`config.mk`:
```
export PLATFORM = sky130hd
export DESIGN_NAME = core_ctrl
export DESIGN_NICKNAME = d
export VERILOG_FILES = /design/src/rtl/core_ctrl_pkg.sv /design/src/rtl/core_ctrl_pcount.sv /design/src/rtl/core_ctrl.sv
export SDC_FILE = /design/constraint.sdc
export NUM_CORES = 1
export LEC_CHECK = 0
export BUFFER_PORTS_ARGS = -buffer_cell sky130_fd_sc_hd__buf_2
export CORE_UTILIZATION = 25
export CTS_CLUSTER_SIZE = 30
export DETAILED_ROUTE_END_ITERATION = 10
export PLACE_DENSITY_LB_ADDON = 0.08
export SYNTH_ARGS = -nofsm -noshare
export SYNTH_HDL_FRONTEND = slang
export SYNTH_SLANG_ARGS = --single-unit
```
`constraint.sdc`:
```
create_clock -name clk -period 1.9 [get_ports clk]
set_input_delay 0.475 -clock clk [delete_from_list [all_inputs] [get_ports clk]]
set_output_delay 0.475 -clock clk [all_outputs]
set_load 0.005 [all_outputs]
```
`src/rtl/core_ctrl_pkg.sv`:
```
// ----------------------------------------------------------------------------
// core_defs
//   Shared definitions for the 8085-style machine-cycle sequencer:
//   bus/address widths, chk_inst flag indices, the HLT opcode, the binary
//   state encodings, and the immediate-operand opcode decode.
//   No ports (package).
// ----------------------------------------------------------------------------
package core_defs;

    localparam int DATASIZE = 8;
    localparam int ADDRSIZE = 16;
    localparam int INSTSIZE = 2;

    // chk_inst bit positions driven by the datapath decoder
    localparam int INST_GO6 = 0;
    localparam int INST_DAD = 1;

    localparam logic [7:0] OPC_HLT = 8'h76;

    // Sequencer states, binary encoded
    localparam int STATE_W = 5;
    localparam logic [STATE_W-1:0] ST_T1  = 5'd0;
    localparam logic [STATE_W-1:0] ST_T2  = 5'd1;
    localparam logic [STATE_W-1:0] ST_TW  = 5'd2;
    localparam logic [STATE_W-1:0] ST_T3  = 5'd3;
    localparam logic [STATE_W-1:0] ST_T4  = 5'd4;
    localparam logic [STATE_W-1:0] ST_T5  = 5'd5;
    localparam logic [STATE_W-1:0] ST_T6  = 5'd6;
    localparam logic [STATE_W-1:0] ST_R1  = 5'd7;
    localparam logic [STATE_W-1:0] ST_R2  = 5'd8;
    localparam logic [STATE_W-1:0] ST_RW  = 5'd9;
    localparam logic [STATE_W-1:0] ST_R3  = 5'd10;
    localparam logic [STATE_W-1:0] ST_E1  = 5'd11;
    localparam logic [STATE_W-1:0] ST_E2  = 5'd12;
    localparam logic [STATE_W-1:0] ST_D1  = 5'd13;
    localparam logic [STATE_W-1:0] ST_D2  = 5'd14;
    localparam logic [STATE_W-1:0] ST_D3  = 5'd15;
    localparam logic [STATE_W-1:0] ST_D4  = 5'd16;
    localparam logic [STATE_W-1:0] ST_D5  = 5'd17;
    localparam logic [STATE_W-1:0] ST_D6  = 5'd18;
    localparam logic [STATE_W-1:0] ST_HLT = 5'd19;

    // Opcodes followed by one immediate byte: MVI r (00ddd110) and the
    // ALU-immediate group (11xxx110).
    function automatic logic is_imm_opc(input logic [7:0] opc);
        return ((opc[7:6] == 2'b00) || (opc[7:6] == 2'b11)) && (opc[2:0] == 3'b110);
    endfunction

endpackage

```
`src/rtl/core_ctrl_pcount.sv`:
```
// ----------------------------------------------------------------------------
// pcount
//   Free-running up counter with synchronous reset and increment enable.
//   Wraps silently at all-ones. Used for the PC; also suits an SP.
//   Ports:
//     i_clk  in   rising-edge clock
//     i_rst  in   synchronous active-high reset (count -> 0)
//     i_inc  in   increment enable
//     o_cnt  out  current count
// ----------------------------------------------------------------------------
module pcount #(
    parameter int WIDTH = 16
) (
    input  logic             i_clk,
    input  logic             i_rst,
    input  logic             i_inc,
    output logic [WIDTH-1:0] o_cnt
);

    logic [WIDTH-1:0] r_cnt;

    always_ff @(posedge i_clk) begin
        if (i_rst)
            r_cnt <= '0;
        else if (i_inc)
            r_cnt <= r_cnt + WIDTH'(1);
    end

    assign o_cnt = r_cnt;

endmodule

```
`src/rtl/core_ctrl.sv`:
```
// ----------------------------------------------------------------------------
// core_ctrl
//   Machine-cycle sequencer for the 8085-style core. Runs the opcode fetch
//   (T1..T4 with TW waits), the optional immediate read (R1..R3 with RW
//   waits), the GO6 extension (T5/T6), the DAD stall (D1..D6) and the
//   two-state execute (E1/E2), and halts on HLT until reset.
//   Ports:
//     clk       in   rising-edge clock
//     rst       in   synchronous active-high reset
//     bus_data  in   memory read data, snooped in T3 for the opcode
//     bus_rdy   in   memory ready, only looked at in T2/TW/R2/RW
//     chk_inst  in   datapath decode flags, only looked at in T4
//     bus_addr  out  memory address (PC during T1-T3/R1-R3, else held)
//     bus_ale   out  address latch enable (T1, R1)
//     bus_rd    out  read strobe
//     enb_code  out  load opcode register (T3)
//     enb_data  out  load operand register (R3)
//     enb_rreg  out  register-file read (E1)
//     enb_wreg  out  register-file write (E2)
//     stat_m1   out  opcode-fetch cycle indicator (T1-T4)
//     halted    out  HLT executed
// ----------------------------------------------------------------------------
module core_ctrl
    import core_defs::*;
#(
    parameter int DATASIZE = core_defs::DATASIZE,
    parameter int ADDRSIZE = core_defs::ADDRSIZE,
    parameter int INSTSIZE = core_defs::INSTSIZE,
    parameter int INST_GO6 = core_defs::INST_GO6,
    parameter int INST_DAD = core_defs::INST_DAD
) (
    input  logic                clk,
    input  logic                rst,
    input  logic [DATASIZE-1:0] bus_data,
    input  logic                bus_rdy,
    input  logic [INSTSIZE-1:0] chk_inst,
    output logic [ADDRSIZE-1:0] bus_addr,
    output logic                bus_ale,
    output logic                bus_rd,
    output logic                enb_code,
    output logic                enb_data,
    output logic                enb_rreg,
    output logic                enb_wreg,
    output logic                stat_m1,
    output logic                halted
);

    logic [STATE_W-1:0]  r_state;
    logic [STATE_W-1:0]  w_next;
    logic [DATASIZE-1:0] r_opc;
    logic [ADDRSIZE-1:0] r_addr_hold;
    logic [ADDRSIZE-1:0] w_pc;
    logic                w_pc_inc;
    logic                w_addr_phase;

    // ------------------------------------------------------------------
    // Program counter
    // ------------------------------------------------------------------
    pcount #(
        .WIDTH (ADDRSIZE)
    ) u_pc (
        .i_clk (clk),
        .i_rst (rst),
        .i_inc (w_pc_inc),
        .o_cnt (w_pc)
    );

    // PC advances at the end of each byte read (T3 for the opcode, R3 for
    // the immediate). A reset in the middle of a read never advances it
    // because pcount gives reset priority.
    assign w_pc_inc = (r_state == ST_T3) || (r_state == ST_R3);

    // ------------------------------------------------------------------
    // State register and opcode snoop
    // ------------------------------------------------------------------
    always_ff @(posedge clk) begin
        if (rst) begin
            r_state <= ST_T1;
            r_opc   <= '0;
        end else begin
            r_state <= w_next;
            if (r_state == ST_T3)
                r_opc <= bus_data;
        end
    end

    // ------------------------------------------------------------------
    // Next-state logic
    // ------------------------------------------------------------------
    always_comb begin
        w_next = ST_T1;
        unique case (r_state)
            ST_T1:  w_next = ST_T2;
            ST_T2:  w_next = bus_rdy ? ST_T3 : ST_TW;
            ST_TW:  w_next = bus_rdy ? ST_T3 : ST_TW;
            ST_T3:  w_next = ST_T4;
            ST_T4: begin
                // Decode priority: HLT, GO6, immediate, DAD, plain.
                if (r_opc == DATASIZE'(OPC_HLT))
                    w_next = ST_HLT;
                else if (chk_inst[INST_GO6])
                    w_next = ST_T5;
                else if (is_imm_opc(r_opc))
                    w_next = ST_R1;
                else if (chk_inst[INST_DAD])
                    w_next = ST_D1;
                else
                    w_next = ST_E1;
            end
            ST_T5:  w_next = ST_T6;
            ST_T6:  w_next = ST_E1;
            ST_R1:  w_next = ST_R2;
            ST_R2:  w_next = bus_rdy ? ST_R3 : ST_RW;
            ST_RW:  w_next = bus_rdy ? ST_R3 : ST_RW;
            ST_R3:  w_next = ST_E1;
            ST_E1:  w_next = ST_E2;
            ST_E2:  w_next = ST_T1;
            ST_D1:  w_next = ST_D2;
            ST_D2:  w_next = ST_D3;
            ST_D3:  w_next = ST_D4;
            ST_D4:  w_next = ST_D5;
            ST_D5:  w_next = ST_D6;
            ST_D6:  w_next = ST_E1;
            ST_HLT: w_next = ST_HLT;
            default: w_next = ST_T1;
        endcase
    end

    // ------------------------------------------------------------------
    // Address bus: PC while a bus cycle is addressing memory, otherwise
    // the last driven address so the bus does not toggle between cycles.
    // ------------------------------------------------------------------
    always_comb begin
        w_addr_phase = 1'b0;
        unique case (r_state)
            ST_T1, ST_T2, ST_TW, ST_T3,
            ST_R1, ST_R2, ST_RW, ST_R3: w_addr_phase = 1'b1;
            default:                    w_addr_phase = 1'b0;
        endcase
    end

    assign bus_addr = w_addr_phase ? w_pc : r_addr_hold;

    always_ff @(posedge clk) begin
        if (rst)
            r_addr_hold <= '0;
        else
            r_addr_hold <= bus_addr;
    end

    // ------------------------------------------------------------------
    // Strobes, decoded from state. They are masked by rst so that, while
    // reset is held, the bus and datapath see an idle controller rather
    // than the T1 it is parked in.
    // ------------------------------------------------------------------
    always_comb begin
        bus_ale  = 1'b0;
        bus_rd   = 1'b0;
        enb_code = 1'b0;
        enb_data = 1'b0;
        enb_rreg = 1'b0;
        enb_wreg = 1'b0;
        stat_m1  = 1'b0;
        halted   = 1'b0;
        if (!rst) begin
            unique case (r_state)
                ST_T1: begin
                    bus_ale = 1'b1;
                    stat_m1 = 1'b1;
                end
                ST_T2, ST_TW: begin
                    bus_rd  = 1'b1;
                    stat_m1 = 1'b1;
                end
                ST_T3: begin
                    bus_rd   = 1'b1;
                    enb_code = 1'b1;
                    stat_m1  = 1'b1;
                end
                ST_T4:  stat_m1 = 1'b1;
                ST_R1:  bus_ale = 1'b1;
                ST_R2, ST_RW: bus_rd = 1'b1;
                ST_R3: begin
                    bus_rd   = 1'b1;
                    enb_data = 1'b1;
                end
                ST_E1:  enb_rreg = 1'b1;
                ST_E2:  enb_wreg = 1'b1;
                ST_HLT: halted   = 1'b1;
                default: ;
            endcase
        end
    end

endmodule

```
==> results summary <==
The final reports fail on setup timing. The area fraction in compound gates after synthesis came out at a little over a tenth. The netlist area before placement is 2240 um2. The area of the die is about 9400 um2. The biggest area contributor in the post-synthesis netlist is dfxtp_1. Buffers inserted during clock tree synthesis total 5.

The core footprint is between 8000 and 9000 um2. By area, the combinational part of the netlist is dominated by simple AND/OR/NAND/NOR gates. The signal on the critical path passes through or4b_4 > nor3b_2 > buf_2. The number of placed instances, taps included, is between 400 and 500. The number of register bits inferred by synthesis came out at 46. From synthesis to final layout, the design area changed by 45.7%. The effective utilization at floorplan is 25.7%. In the synthesized netlist, the number of instances is 250. After detailed routing, the number of vias per cell comes to ~4.6. The antenna violation net count after detailed routing came out at 0.

Leaving out fill and tap cells, the most frequent cell in the layout is dfxtp_1. Of all flip-flops after synthesis, the portion carrying an async set or reset was 0%. The share of Yosys cell area claimed by the top area cell type came out at 41.0%. Setup repair after global routing could not meet its margin everywhere.

For the worst setup path, the data arrival time is roughly 1.5 ns. The peak ir drop on the vdd network came out at 299 uV. The number of pins with negative max-slew slack in the final report came out at 0. The die extent in x is roughly 97 um. In this run the clock root is driven by a clkbuf_8. The final hold violation count came out at 0. The tightest hold path in the finished design has a slack of 0.416 ns. In the layout the commonest cells are dfxtp_1, buf_4, nor2_1. The highest layer touched by signal routing is met4. Leaving out filler cells and counting taps, the final layout contains 430. The pin slew with the least headroom to its limit came out at 0.456 ns. Across all register-to-register paths, the minimum setup slack is 0 ns. The adder-cell area share of the yosys netlist came out at under 10%.

The total setup violations reported at the end of the flow is 14. In the final routed layout, each cell accounts on average for 13.6 um. The worst reg-to-reg path cell count came out at 6. STA classifies the critical path startpoint as a flop.

The first-pass GRT wire length came out at approximately 10 mm. Summed over all nets, wire length on met2 after detailed routing comes to roughly 2.8 mm. The most used flip-flop cell after synthesis is dfxtp_1. The number of maximum-capacitance constraint violations is 0. The number of nets in the synthesized netlist is roughly 270.

Derived from the worst setup path, the maximum achievable clock frequency is 513 MHz. Routability-driven placement finished with a final weighted congestion of 0.751. The final net count came out at roughly 340. The tightest min-delay check is of the input pin to flop type. The number of I/O port buffers came out at 36. Ranked by total cell area, the synthesized netlist is headed by dfxtp_1, mux2_2, nor2b_1, mux2i_1, nor2_1. The total of warnings raised by yosys is 0.

The detailed placer's ending HPWL is 4.06 mm. The hold-fix buffer count after cts came out at 0. The length of the first detailed-routing pass in iterations is 4. The required arrival time at the worst endpoint is around 1.4 ns.

The via count of the first global-routing pass came out at around 2000. Of the total synthesized cell area, the portion taken by XOR and XNOR cells is about 5.8%. The clock-pin slew reported for the worst setup and hold paths after clock tree synthesis is 0.08 ns. Yosys mapped a number of flops with a built-in enable equal to 0. The final critical path takes up 103% of the cycle. The run finished, with violations left. The total routing resource utilization after global routing came out at 13.0%. The synthesized netlist devotes between 20% and 30% of its cell area to simple gates. The die is ~97 um tall.

The multiplexer area fraction after synthesis came out at a little over a tenth. Summing the sequential cell areas from Yosys gives approximately two fifths of the chip area. The antenna cell count came out at 0.

The worst register-to-register path begins at r_state[4]. Once routing completed, OpenROAD measured the worst setup slack at -0.0475 ns. Power spread over the standard cell area amounts to 759 nW/um2. The number of stages on the worst hold path came out at 3.

The number of remaining DRC errors came out at 0. The clock latency of the later-clocked register in the worst-skew pair came out at ~0.29 ns. On the final layout, the worst clock skew is about 0.011 ns. Wire segments on met3 add up to about 240 um in the final route. The CTS tree is built.

The analysis attributes to cell leakage a power of between 1 and 1.5 nW. The startpoint identified for the worst hold timing path is bus_data[0]. The total number of vias is about 2000. After detailed routing, the total wire length is a little under 6 mm. The detailed-routing wirelength on met1 is roughly 2.8 mm. The critical path is of the flop to output pin type. Entering global routing, the biggest net connects 43 pins. The largest individual stage delay along the critical path comes from the cell or4b_4.

The final critical-path required period came out at a little under 2 ns. The delay of the slowest critical-path stage came out at approximately 0.53 ns. The average size of a mapped cell is 8.98 um2. The number of H-tree levels came out at 2. The worst relative slew slack came out at a little over two thirds. The number of sinks driven by the clock tree is 46. The floorplan row count came out at 34.

The number of design-rule violations left by the first detailed-router iteration came out at 39. The critical path endpoint category is an output pin. The number of ports placed on the die boundary came out at 37. Of all nets on the critical path, the largest fanout is 4.

The longest clock path from root to sink contains 2 buffers. In this run, distinct cell masters in the synthesized netlist total 47. The fraction of final layout cells with drive strength greater than 1 is between 40% and 50%.

The total overflow left after global routing is 0. The number of antenna violations at the first check in global routing is 0. The setup total negative slack is -0.317 ns. The path with the worst hold slack has its endpoint at r_opc[0].
## what timing repair did
action / in CTS / in global routing
gates resized for setup: 69 / 9
cloned: 1 / 0
pin swaps: 8 / 3
endpoints found under the hold margin: 0 / 0
setup buffers: 9 / 5
setup endpoints to repair: 24 / 26
## synthesized netlist by cell type (2+ instances only)
cell,instances
o21bai_1,2
and3_1,2
or3_1,5
nand4b_1,3
nor2_1,26
mux2i_1,10
o21ai_1,2
ha_1,2
buf_2,2
inv_1,7
nand2_1,15
nand3_1,7
o21ai_0,10
mux2_2,12
nor3b_1,2
xnor2_1,9
nor3_1,7
a2111oi_0,3
xor2_1,4
a21oi_1,6
clkbuf_1,12
or2_1,2
dfxtp_1,46
nand2b_1,2
a211oi_1,2
nand4_1,3
nor2b_1,20
a221oi_1,3
nor4_1,6
## state kept, by name, indices dropped and copies added, names as in the netlist, named ones only
signal	flops
r_addr_hold	16
u_pc.o_cnt	16
r_opc	8
r_state	5
## how the worst max path moves through the flow
stage / cells after the start / start / endpoint
after floorplan: 4 / r_state[3] / enb_data
after global placement: 4 / rst / enb_data
after detailed placement: 4 / rst / enb_data
after CTS: 3 / r_state[4] / enb_data
after global routing: 3 / r_state[4] / enb_data
final: 3 / r_state[4] / enb_data
## per-layer routing
| metal | GRT usage (%) | vias to the layer above |
|---|---|---|
| met5 | 0 | - |
| met4 | 3.90 | 0 |
| met3 | 3.18 | 4 |
| met2 | 21.6 | 35 |
| met1 | 16.7 | 923 |
| li1 | - | 1020 |
## critical path, delay by kind of cell (launching register included)
| family | cells | cell delay [ns] |
|---|---|---|
| simple gates | 2 | 0.69 |
| buf+inv | 1 | 0.13 |
| flops | 1 | 0.37 |
## metrics by stage
step	setup slack [ns]	utilization [%]	power (mW)	area, um2
3_5_place_dp	-0.0241	31.0	1.61	2710
3_3_place_gp	-0.0181	31.0	1.62	2710
2_1_floorplan	0.0590	-	1.39	2240
5_1_grt	-0.118	37.5	2.65	3270
4_1_cts	-0.0747	36.8	2.50	3210
6_report	-0.0475	37.5	2.48	3270
## final cells by class
type	instances	area, um2
clock inverter	1	8.76
fill	902	5450
tap	108	135
inverter	7	26.3
clock buffer	7	96.3
multi-input combinational	181	1410
sequential	46	937
timing repair buffer	80	652
## kinds of logic after synthesis
logic type | Yosys count
AND/OR/NAND/NOR | 108
flip-flops | 46
AO/OA/AOI/OAI | 35
buffers and inverters | 23
multiplexers | 22
XOR/XNOR | 14
adder cells (fa/ha/maj) | 2
## report_power, final
part,internal [mW],switching (mW),leakage (nW)
Combinational,0.417,0.362,0.844
Sequential,1.01,0.0366,0.375
Clock,0.334,0.327,0.0544
No activity file was read; power rests on OpenSTA's default activity.
